<file path="src/rtl/fg_pkg.sv">
// Shared types for the self-test delay stage and the shutter gate pulse generator.
package fg_pkg;

    localparam int FG_CNT_W  = 32;
    localparam int FG_MISS_W = 16;

    typedef enum logic [1:0] {
        ST_IDLE    = 2'd0,
        ST_GATE    = 2'd1,
        ST_HOLDOFF = 2'd2
    } fg_state_t;

endpackage : fg_pkg

</file>
<file path="src/rtl/fg_gate_pulse.sv">
// Shutter gate pulse generator: a trigger starts a fixed-width gate followed by a dead time.
// The block tracks how many pulses were started and how many triggers were dropped while it was busy.
module fg_gate_pulse
    import fg_pkg::*;
#(
    parameter int CNT_W  = FG_CNT_W,
    parameter int MISS_W = FG_MISS_W
) (
    input  logic              clock,
    input  logic              reset_n,
    input  logic              enable,
    input  logic              trig,
    input  logic [CNT_W-1:0]  width,
    input  logic [CNT_W-1:0]  holdoff,
    input  logic              clear,
    output logic              gate_out,
    output logic              busy,
    output logic [CNT_W-1:0]  pulse_count,
    output logic [MISS_W-1:0] missed_count,
    output logic              overrun
);

    fg_state_t         state_reg, state_next;
    logic [CNT_W-1:0]  cnt_reg, cnt_next;
    logic [CNT_W-1:0]  holdoff_reg, holdoff_next;
    logic              gate_reg, gate_next;
    logic [CNT_W-1:0]  pulse_reg;
    logic [MISS_W-1:0] missed_reg;
    logic              overrun_reg;
    logic              accept;
    logic              miss;

    // The down-counter is loaded with the gate length at trigger time, so it doubles
    // as the latched width; only holdoff needs its own capture register.
    always_comb begin
        state_next   = state_reg;
        cnt_next     = cnt_reg;
        holdoff_next = holdoff_reg;
        accept       = 1'b0;
        miss         = 1'b0;
        case (state_reg)
            ST_IDLE: begin
                if (enable && trig) begin
                    accept       = 1'b1;
                    state_next   = ST_GATE;
                    cnt_next     = (width == '0) ? '0 : width - CNT_W'(1);
                    holdoff_next = holdoff;
                end
            end
            ST_GATE: begin
                miss = enable && trig;
                if (cnt_reg == '0) begin
                    if (holdoff_reg == '0) begin
                        state_next = ST_IDLE;
                    end else begin
                        state_next = ST_HOLDOFF;
                        cnt_next   = holdoff_reg - CNT_W'(1);
                    end
                end else begin
                    cnt_next = cnt_reg - CNT_W'(1);
                end
            end
            ST_HOLDOFF: begin
                miss = enable && trig;
                if (cnt_reg == '0) begin
                    state_next = ST_IDLE;
                end else begin
                    cnt_next = cnt_reg - CNT_W'(1);
                end
            end
            default: begin
                state_next = ST_IDLE;
                cnt_next   = '0;
            end
        endcase
        gate_next = (state_next == ST_GATE);
    end

    always_ff @(posedge clock or negedge reset_n) begin
        if (!reset_n) begin
            state_reg   <= ST_IDLE;
            cnt_reg     <= '0;
            holdoff_reg <= '0;
            gate_reg    <= 1'b0;
        end else begin
            state_reg   <= state_next;
            cnt_reg     <= cnt_next;
            holdoff_reg <= holdoff_next;
            gate_reg    <= gate_next;
        end
    end

    // Clear wins over a dropped trigger, but a same-cycle accepted trigger still counts.
    always_ff @(posedge clock or negedge reset_n) begin
        if (!reset_n) begin
            pulse_reg   <= '0;
            missed_reg  <= '0;
            overrun_reg <= 1'b0;
        end else if (clear) begin
            pulse_reg   <= accept ? CNT_W'(1) : '0;
            missed_reg  <= '0;
            overrun_reg <= 1'b0;
        end else begin
            if (accept) begin
                pulse_reg <= pulse_reg + CNT_W'(1);
            end
            if (miss) begin
                overrun_reg <= 1'b1;
                if (missed_reg != '1) begin
                    missed_reg <= missed_reg + MISS_W'(1);
                end
            end
        end
    end

    assign gate_out     = gate_reg;
    assign busy         = (state_reg == ST_GATE) || (state_reg == ST_HOLDOFF);
    assign pulse_count  = pulse_reg;
    assign missed_count = missed_reg;
    assign overrun      = overrun_reg;

endmodule : fg_gate_pulse

</file>
<file path="config.mk">
export PLATFORM = sky130hd
export DESIGN_NAME = fg_gate_pulse
export DESIGN_NICKNAME = d
export VERILOG_FILES = /design/src/rtl/fg_pkg.sv /design/src/rtl/fg_gate_pulse.sv
export SDC_FILE = /design/constraint.sdc
export NUM_CORES = 1
export LEC_CHECK = 0
export BUFFER_PORTS_ARGS = -buffer_cell sky130_fd_sc_hd__buf_2
export CAP_MARGIN = 30
export CORE_ASPECT_RATIO = 0.5
export CORE_UTILIZATION = 40
export CTS_CLUSTER_SIZE = 40
export DETAILED_ROUTE_END_ITERATION = 6
export PLACE_DENSITY = 0.61
export SLEW_MARGIN = 20
export SYNTH_ARGS = -nofsm -noshare
export SYNTH_HDL_FRONTEND = slang
export SYNTH_SLANG_ARGS = --single-unit
</file>
<file path="constraint.sdc">
create_clock -name clock -period 5.1 [get_ports clock]
set_clock_uncertainty 0.1 [all_clocks]
set_input_delay 1.02 -clock clock [delete_from_list [all_inputs] [get_ports clock]]
set_output_delay 1.02 -clock clock [all_outputs]
set_load 0.005 [all_outputs]
</file>
==> impl_metrics.csv <==
group,metric,value,unit
global_route,grt_remaining_overflow,0,
layout,final_area,8690,um2
clocking,numCtsBuffers,17,
critical_path,r2r_setup_slack,1.81,ns
drt,vias,6793,
timing,fin_setup_tns,0,ns
synthesis,syn_area_per_cell,8.38,um2
synthesis,syn_area,7270,um2
job,maxCapViolCount,0,
layout,fillCellCount,1710,
global_route,grt_max_degree,51,
floorplanning,io_pins,120,
synthesis,synth_area_leaders,"dfrtp_1 40%, nand2_1 8.2%, xor2_1 7.7%",
worst_hold_path,worstHoldPathCells,2,
clocking,worst_skew_pair.late_latency,0.41,ns
run_status,violations,"DRC",
global_route,antenna_found_initial,0,
clocking,clk_pin_slew,0.06,ns
drt,drc,2,
clocking,cts_num_sinks,116,
timing,period_share,0.671,
floorplanning,die_area,18800,um2
critical_path,critical_path_arrival,3.60,ns
floorplanning,core,17600,um2
place,port_buffers,119,
layout,area_growth_syn_to_layout,19.6,%
clocking,ctsResizeCount,0,
floorplanning,die_w,193,um
clocking,ctsHoldBuffers,0,
timing,period_needed,3.42,ns
clocking,htreeDepth,4,
place,dp_hpwl,15.1,mm
synthesis,synth_seq_cells,116,
critical_path,critPathKind,"input port to flop",
pwr,ir_drop,0.196,mV
layout,drive_gt1_frac,0.189,
critical_path,end_kind,"flop",
layout,final_core_util,0.495,
pwr,p_leak,0.00397,uW
synthesis,ys.flop_type,"dfrtp_1",
global_route,grt_pass1_vias,6551,
run_status,status,"complete, but fails checks",
timing,max_slew_margin,0.410,
synthesis,synthDominantCellAreaShare,0.399,
clocking,cts_setup_buffers,0,
critical_path,start_kind,"input port",
timing,fmax,292,MHz
floorplanning,initial_utilization,0.414,
global_route,grt_pass1_wl,33.8,mm
timing,finalHoldViolCount,0,
clocking,clk_path_buf_depth,2,
timing,worst_pin_slew,0.884,ns
synthesis,synth_common_cells,"159 x nand2_1, 116 x dfrtp_1, 111 x nor2_1",
floorplanning,placementRows,34,
timing,setup_viol,0,
synthesis,async_reset_ff_frac,1.00,
synthesis,synth_seq_area_share,0.399,
layout,nets,1064,
drt,wl_per_cell,16.8,um
timing,whs,0.400,ns
place,placed_area,8100,um2
synthesis,netlist_instances,868,
critical_path,required,5.28,ns
worst_hold_path,hp-class,"flop to flop",
global_route,grt_usage,0.230,
timing,grt_setup_unrepaired,"no",
clocking,cts-root-buf,"clkbuf_16",
pwr,power.density,253,nW/um2
synthesis,synth_largest_area_cell,"dfrtp_1",
drt,postRouteAntennaNets,0,
drt,drt-initial-drc-count,529,
place,globalplace.congestion,0.961,
clocking,tritoncts,"done",
critical_path,ff2ff_path_depth,6,
layout,diodes,0,
synthesis,syn_nets,948,
synthesis,yosys_warnings,0,
drt,finalWirelength,20.7,mm
drt,via_per_inst,5.52,
synthesis,yosysUniqueCellTypes,64,
drt,dr.pass1.iters,7,
critical_path,crit_fanout,21,
synthesis,synth_edf_count,0,
synthesis,yosysMostFrequentCell,"nand2_1",
pwr,p_total,2200,uW
floorplanning,die_h,97.3,um
timing,slew_viol_final,0,
worst paths after layout:
path,startpoint,to
max in group asynchronous,reset_n,pulse_count[31]$_DFFE_PN0P_
setup / recovery,width[12],cnt_reg[3]$_DFFE_PN0P_
hold reg to reg,cnt_reg[17]$_DFFE_PN0P_,cnt_reg[17]$_DFFE_PN0P_
min in group asynchronous,reset_n,missed_count[1]$_DFFE_PN0P_
setup reg to reg,cnt_reg[18]$_DFFE_PN0P_,cnt_reg[24]$_DFFE_PN0P_
hold / removal,cnt_reg[17]$_DFFE_PN0P_,cnt_reg[17]$_DFFE_PN0P_
area by class of cell:
cell class | instances | area [um2] | share of cell area
inverter | 12 | 45.0 | 0.00518
clock inverter | 14 | 155 | 0.0178
multi-input combinational | 706 | 4170 | 0.480
clock buffer | 18 | 429 | 0.0494
timing repair buffer | 131 | 696 | 0.0800
tap | 234 | 293 | 0.0337
sequential | 116 | 2900 | 0.334
worst max-delay path, stage by stage:
cell	delay, ns
buf_2	0.13
or4_4	0.56
or4_4	0.65
o31ai_4	0.34
buf_4	0.32
a21oi_1	0.09
a2111oi_0	0.34
o21ai_0	0.13
through the flow:
stage | setup slack (ns) | std cells
5_1_grt | 1.50 | 1231
2_1_floorplan | 1.90 | 868
3_5_place_dp | 1.28 | 1198
4_1_cts | 1.64 | 1230
3_3_place_gp | 1.38 | 1196
6_report | 1.68 | 1231
power by group:
group | leakage (uW) | total [uW] | internal, uW | switching, uW
Sequential | 0.00154 | 924 | 922 | 1.37
Clock | 0.000281 | 1190 | 725 | 465
Combinational | 0.00215 | 89.4 | 33.0 | 56.4
cells in the final DEF, fill, tap and decap left out, types with 4 or more instances in the layout:
cell / Yosys / routed
nand2_1: 159 / 159
buf_2: 6 / 118
dfrtp_1: 116 / 116
nor2_1: 111 / 111
xor2_1: 64 / 64
xnor2_1: 51 / 51
nor3_1: 44 / 43
o21ai_0: 33 / 33
nand3_1: 28 / 28
nor4_1: 28 / 28
a21oi_1: 17 / 17
clkbuf_16: 0 / 17
o22ai_1: 13 / 13
inv_1: 12 / 12
nand4_1: 12 / 12
and3_1: 12 / 12
or3_1: 11 / 11
o21ai_1: 11 / 11
ha_1: 11 / 11
buf_4: 1 / 11
or4_1: 8 / 8
a211oi_1: 8 / 8
or2_2: 8 / 8
and2_1: 5 / 5
and4_1: 5 / 5
clkinv_4: 0 / 5
nor4_2: 4 / 4
nand2b_1: 4 / 4
o31ai_1: 4 / 4
logic make-up after synthesis:
family | share of synthesized area
and+or+nand+nor | 0.305
AOI/OAI and AO/OA | 0.108
DFF | 0.399
xor gates and xnor gates | 0.139
buffers and inverters | 0.0274
adders and majority gates | 0.0189
muxes | 0.00293
layer usage:
| metal | share of wire | up-vias | wire length (um) | GRT usage |
|---|---|---|---|---|
| li1 | - | 3265 | - | - |
| met1 | 0.45 | 3282 | 9360 | 0.314 |
| met2 | 0.45 | 219 | 9320 | 0.355 |
| met3 | 0.077 | 27 | 1600 | 0.0549 |
| met4 | 0.020 | 0 | 409 | 0.0812 |
| met5 | 0 | - | 0 | 0 |
Power figures use the tool's default switching activity.
